### src/rtl/arithmetic_logic_unit.sv
// Purpose     : registered ALU, 16 operations selected by 'control', with a signed-overflow flag.
// Latency     : 1 cycle; result and flag are captured together on every rising clk edge.
// Backpressure: none; a new operation is accepted every cycle and there is no stall path.
//
// Ports:
//   a        [BUS_WIDTH-1:0]  operand A; its low log2(BUS_WIDTH) bits give the shift amount
//   b        [BUS_WIDTH-1:0]  operand B; the value being shifted by SLL/SRL/SRA
//   control  [3:0]            operation select (see op_e)
//   clk                       rising-edge clock
//   reset                     asynchronous active-low reset; clears out and overflow
//   out      [BUS_WIDTH-1:0]  registered result
//   overflow                  registered signed overflow (ADD/SUB only)

module arithmetic_logic_unit #(
  parameter int BUS_WIDTH = 32
) (
  input  logic [BUS_WIDTH-1:0] a,
  input  logic [BUS_WIDTH-1:0] b,
  input  logic [3:0]           control,
  input  logic                 clk,
  input  logic                 reset,
  output logic [BUS_WIDTH-1:0] out,
  output logic                 overflow
);

  localparam int SH_W = $clog2(BUS_WIDTH);

  typedef enum logic [3:0] {
    OP_ADD  = 4'd0,
    OP_SUB  = 4'd1,
    OP_XOR  = 4'd2,
    OP_OR   = 4'd3,
    OP_AND  = 4'd4,
    OP_NOR  = 4'd5,
    OP_SLT  = 4'd6,
    OP_SLTU = 4'd7,
    OP_SLL  = 4'd8,
    OP_SRL  = 4'd9,
    OP_SRA  = 4'd10,
    OP_PASA = 4'd11,
    OP_PASB = 4'd12,
    OP_ADDU = 4'd13,
    OP_SUBU = 4'd14,
    OP_ZERO = 4'd15
  } op_e;

  logic [BUS_WIDTH-1:0] out_d, out_q;
  logic                 ovf_d, ovf_q;

  logic [BUS_WIDTH-1:0] sum;
  logic [BUS_WIDTH-1:0] diff;
  logic [SH_W-1:0]      sh;
  logic                 slt_res;
  logic                 sltu_res;
  logic                 add_ovf;
  logic                 sub_ovf;
  op_e                  op;

  assign op   = op_e'(control);
  assign sum  = a + b;   // carry-out discarded: wraps modulo 2^BUS_WIDTH
  assign diff = a - b;
  assign sh   = a[SH_W-1:0];

  assign slt_res  = $signed(a) < $signed(b);
  assign sltu_res = a < b;

  // Signed overflow from sign bits only; ADDU/SUBU share the adder but never flag.
  assign add_ovf = (a[BUS_WIDTH-1] == b[BUS_WIDTH-1]) && (sum[BUS_WIDTH-1]  != a[BUS_WIDTH-1]);
  assign sub_ovf = (a[BUS_WIDTH-1] != b[BUS_WIDTH-1]) && (diff[BUS_WIDTH-1] != a[BUS_WIDTH-1]);

  always_comb begin
    out_d = '0;
    ovf_d = 1'b0;
    unique case (op)
      OP_ADD:  begin out_d = sum;  ovf_d = add_ovf; end
      OP_SUB:  begin out_d = diff; ovf_d = sub_ovf; end
      OP_XOR:  out_d = a ^ b;
      OP_OR:   out_d = a | b;
      OP_AND:  out_d = a & b;
      OP_NOR:  out_d = ~(a | b);
      OP_SLT:  out_d = {{(BUS_WIDTH-1){1'b0}}, slt_res};
      OP_SLTU: out_d = {{(BUS_WIDTH-1){1'b0}}, sltu_res};
      OP_SLL:  out_d = b << sh;
      OP_SRL:  out_d = b >> sh;
      OP_SRA:  out_d = $unsigned($signed(b) >>> sh);
      OP_PASA: out_d = a;
      OP_PASB: out_d = b;
      OP_ADDU: out_d = sum;
      OP_SUBU: out_d = diff;
      OP_ZERO: out_d = '0;
      default: out_d = '0;
    endcase
  end

  always_ff @(posedge clk or negedge reset) begin
    if (!reset) begin
      out_q <= '0;
      ovf_q <= 1'b0;
    end else begin
      out_q <= out_d;
      ovf_q <= ovf_d;
    end
  end

  assign out      = out_q;
  assign overflow = ovf_q;

endmodule

### config.mk
export PLATFORM = sky130hd
export DESIGN_NAME = arithmetic_logic_unit
export DESIGN_NICKNAME = d
export VERILOG_FILES = /design/src/rtl/arithmetic_logic_unit.sv
export SDC_FILE = /design/constraint.sdc
export NUM_CORES = 1
export LEC_CHECK = 0
export CAP_MARGIN = 0
export CORE_AREA = 5 5 159 161
export CTS_CLUSTER_SIZE = 10
export DETAILED_ROUTE_END_ITERATION = 10
export DIE_AREA = 0 0 164 166
export PLACE_DENSITY = 0.77
export SLEW_MARGIN = 20
export SYNTH_ARGS = -nofsm -noshare
export SYNTH_HDL_FRONTEND = slang
export SYNTH_SLANG_ARGS = --single-unit
### constraint.sdc
create_clock -name clk -period 0.8 [get_ports clk]
set_input_delay 0.08 -clock clk [delete_from_list [all_inputs] [get_ports clk]]
set_output_delay 0.08 -clock clk [all_outputs]
set_load 0.02 [all_outputs]
# Yosys cells after proc, flatten, opt, wreduce, memory -nomap -nowiden
# Index checks and enable logic that the tools add are counted.
# W data, S select, Z words.
dict set report totals {
  register_bits 33
  input_bits 70
  out_inout_bits 33
  word_cells 39
}
dict set report op_classes {
  addsub 2
  magnitude_cmp 2
  n_eq_ne 19
  n_shift 3
  muxes 2
  n_bitwise 4
  reduce_logical 5
}
# op n
set ops {}
lappend ops {{$pmux W32 S14} 1}
lappend ops {{$lt A32 B32 Y1} 2}
lappend ops {{$add A32 B32 Y32} 1}
lappend ops {{$and A32 B32 Y32} 1}
lappend ops {{$eq A4 B4 Y1 const B} 8}
lappend ops {{$not A32 Y32} 1}
lappend ops {{$or A32 B32 Y32} 1}
lappend ops {{$shl A32 B5 Y32} 1}
lappend ops {{$shr A32 B5 Y32} 1}
lappend ops {{$sshr A32 B5 Y32} 1}
lappend ops {{$sub A32 B32 Y32} 1}
lappend ops {{$xor A32 B32 Y32} 1}
lappend ops {{$eq A4 B3 Y1 const B} 4}
lappend ops {{$eq A4 B2 Y1 const B} 2}
lappend ops {{$eq A4 B1 Y1 const B} 1}
lappend ops {{$logic_not A4 Y1} 1}
lappend ops {{$reduce_or A2 Y1} 2}
lappend ops {{$ne A1 B1 Y1} 3}
lappend ops {{$logic_and A1 B1 Y1} 2}
lappend ops {{$pmux W1 S2} 1}
lappend ops {{$eq A1 B1 Y1} 1}

# Depth between registers and ports, before layout
dict set report depth {
  word_depth 4
  depth_mapped 16
  ltp_nobuf 12
}

# Worst setup path before layout
# OpenSTA, ideal clock, no wires.
dict set report synth_timing {
  path_type {input port to flip-flop}
  startpoint {input a[2]}
  endpoint {register out_q[24], in the netlist out[24]}
  setup_time_ns 0.133
  arrival_time_ns 3.332
  required_time_ns 0.667
  slack_ns -2.665
  path_stages 16
  path_buffers 5
  path_cell_list {clkbuf_1 > inv_1 > buf_2 > buf_2 > buf_1 > ha_1 > buf_4 > o21ba_1 > nor4_1 > or4_4 > a221o_1 > a31oi_4 > o22ai_2 > mux2_4 > a311oi_1 > a21oi_1}
}
dict set report synth_via {
  elab_chain_len 2
  word_cells_on_any_way 6
  cone_classes {2 x add/sub; 3 x shift; 1 x mux}
}
# element line
set synth_lines {}
lappend synth_lines {{start, declared} 17} ;# input logic [BUS_WIDTH-1:0] a,
lappend synth_lines {{$sub A32 B32 Y32, or another cell as far along} 61} ;# assign diff = a - b;
lappend synth_lines {{$pmux W32 S14 *} 74} ;# unique case (op)
lappend synth_lines {{net out_d[24]} 47} ;# logic [BUS_WIDTH-1:0] out_d, out_q;
lappend synth_lines {{end signal, assigned} 100} ;# out_q <= out_d;
lappend synth_lines {{end, declared} 47}
# The timed path passes the listed nets; every way through them passes the cells marked *.

# Worst setup path in the final report
dict set report layout_timing {
  startpoint {input a[0]}
  endpoint {register out_q[31], in the netlist out[31]}
}
# The elaborated chain is that of the path after synthesis.

==> results_dict.tcl <==
set metrics [dict create \
    worstSetupPathType "input pin to flip-flop" \
    nNetsFinal 2303 \
    syn_area_per_cell_um2 7.05 \
    n_fill_cell 1550 \
    detailroute.via_count 16500 \
    grt_pass1_vias 15200 \
    antenna_found_initial 1 \
    relSlewSlack 0.587 \
    hold_viol 0 \
    leakage_nw 8.60 \
    antennaDiodeCount 0 \
    core_region_area_um2 23800 \
    finalMaxSlewViolations 0 \
    status "finished with violations" \
    syn_nets 1654 \
    place_congestion 1.13 \
    power_density_nw_per_um2 1010 \
    die_width_um 164 \
    highest-signal-layer "met5" \
    worstPathMaxFanout 7 \
    wl_met1_um 23900 \
    ys_async_sr_fraction 1.00 \
    dp_hpwl_um 45800 \
    grt_overflow 0 \
    yosysWarnings 0 \
    setup_viol 66 \
    drive_gt1_frac 0.536 \
    fmax_ghz 0.387 \
    violations "setup timing" \
    postRouteAntennaNets 0 \
    synthCells 1482 \
    synth_edf_count 0 \
    min_path_type "input pin to async pin" \
    grt_max_degree 55 \
    clkTransAtPathRegs_ns 0.07 \
    wl_met2_um 28000 \
    rows 57 \
    ir_drop_mv 0.845 \
    drc_errors 0 \
    syn_to_final_growth_pct 82.1 \
    fin_ws_ns -1.79 \
    worstSetupStartpointType "input pin" \
    fin_crit_sh 3.23 \
    port_buffers 102 \
    dieArea_um2 27200 \
    cp.arrival_ns 2.77 \
    totalPowerFinal_mw 19.2 \
    dr.pass1.iters 6 \
    holdWs_ns 0.288 \
    grt_setup_unrepaired "yes" \
    yosysSeqAreaShare 0.0790 \
    tritoncts "yes" \
    grt_pass1_wl_um 88700 \
    start_util 0.439 \
    ys.flop_type "dfrtp_1" \
    wl_per_cell_um 26.7 \
    synth.distinct_cells 83 \
    die_h_um 166 \
    critPathRequiredTime_ns 0.99 \
    cts-root-buf "clkbuf_16" \
    synth_area_um2 10500 \
    met3WireLength_um 8850 \
    numCtsBuffers 5 \
    grt_usage 0.420 \
    initialDrtViolationCount 2770 \
    drv_cap 0 \
    htreeDepth 2 \
    ctsLongestPathBuffers 2 \
    cts.sinks 33 \
    post_drt_via_cell_ratio 6.72 \
    ios 103 \
    end_kind "flip-flop" \
    tightest_slew_ns 0.620 \
    fin_crit_ns 2.59 \
    synth_seq_cells 33 \
    wl_um 65700 \
]
-- stage by stage --
step,instances,area [um2],TNS [ns],setup slack [ns],util
after floorplan,1482,10800,-54.83,-2.20,-
after global placement,2356,16000,-78.40,-2.48,0.671
after detailed placement,2356,16000,-79.64,-2.61,0.671
after CTS,2412,17600,-53.25,-1.80,0.740
after global routing,2456,19000,-55.30,-1.87,0.799
final,2456,19000,-53.85,-1.79,0.799
-- synth_stat cells (7+ instances only) --
cell type  number  area (um2)
nor2_1        169         634
nand2_1       153         574
a21oi_1       137         686
ha_1          100        1250
inv_1          93         349
o21ai_0        82         410
clkbuf_1       77         289
mux2i_1        49         490
mux2_2         36         405
dfrtp_1        33         826
nor3_1         33         165
nand3_1        32         160
a221oi_1       29         254
mux4_2         28         631
buf_2          23         115
a31oi_1        21         131
o211ai_1       18         135
a211oi_1       17         128
a21o_1         17         128
o22ai_1        17         106
a22oi_1        16         120
nand2b_1       15        93.8
nor2b_1        15        93.8
a221o_1        14         140
o2111ai_1      13         114
o31ai_1        12        90.1
xnor2_1        12         105
buf_1          11        41.3
o21bai_1       11        82.6
o221ai_1       11        96.3
a22o_1         10        87.6
o21a_1         10        75.1
a211o_1         9        78.8
a32oi_1         8        70.1
and3_1          8        50.1
nor4_1          8        50.1
o311ai_0        8        70.1
a2111oi_0       7        61.3
and2_1          7        43.8
-- worst max-delay path, stage by stage --
cell	delay (ns)
buf_12	0.12
buf_16	0.15
buf_12	0.15
buf_12	0.13
buf_4	0.14
buf_4	0.14
mux2i_1	0.40
mux4_2	0.41
nor3_1	0.06
a21oi_1	0.14
o311ai_1	0.14
buf_4	0.19
a211o_1	0.29
o21ai_1	0.14
o21ai_1	0.08
-- per-layer routing --
metal | vias up | track usage
met5 | - | 0
met4 | 2 | 0.185
met3 | 423 | 0.115
met2 | 1493 | 0.635
met1 | 7725 | 0.558
li1 | 6869 | -
-- cell type report --
| type | instances | area [um2] | area share |
|---|---|---|---|
| clock inverters | 1 | 5.00 | 0.000263 |
| flip-flops and latches | 33 | 826 | 0.0434 |
| clock buffers | 7 | 153 | 0.00802 |
| multi-input cells | 1239 | 10900 | 0.570 |
| well taps | 324 | 405 | 0.0213 |
| repair buffers | 759 | 6390 | 0.336 |
| inverters | 93 | 400 | 0.0210 |
-- path summary, 6_finish.rpt --
kind                       startpoint                 to  cells past startpoint
min in group clk                 a[2]   out[2]$_DFF_PN0_                      5
min                             reset  out[10]$_DFF_PN0_                      3
max                              a[0]  out[31]$_DFF_PN0_                     15
max in group asynchronous       reset  out[29]$_DFF_PN0_                      3
-- power breakdown --
| part | switching, mW | leakage (nW) | internal, mW | total [mW] |
|---|---|---|---|---|
| combinational | 7.83 | 8.11 | 6.98 | 14.8 |
| sequential | 0.149 | 0.405 | 1.96 | 2.11 |
| clock | 0.961 | 0.0799 | 1.33 | 2.29 |
| total | 8.94 | 8.60 | 10.3 | 19.2 |
-- state kept, by name, summed over array words and instances, names as in the netlist --
| signal | count |
|---|---|
| out | 32 |
| overflow | 1 |
-- cells by family after synthesis --
logic type	after synthesis	synth area share
AO/OA/AOI/OAI	538	0.357
AND/OR/NAND/NOR	469	0.199
buffers and inverters	210	0.0807
multiplexers	114	0.148
adder cells (fa/ha/maj)	102	0.124
flip-flops	33	0.0790
XOR/XNOR	16	0.0134
-- cells in the final DEF, fill, tap and decap left out, drive strengths merged, types with 32 or more instances in the layout --
master and n:
o21ai 88, mux2i 49, buf 707, a21oi 137, ha 100, nand3 32, nor3 33, mux2 37
nor2 169, dfrtp 33, nand2 153, clkbuf 33, inv 93
-- repair_timing --
action                                 4_1_cts  5_1_grt
gates cloned                                 2        1
pin swaps                                   94      157
endpoints found under the hold margin       33        0
hold buffers                                 1        0
resized for setup                          538      340
setup endpoints to repair                   66       66
buffers inserted                            46       55
Power figures use the tool's default switching activity.
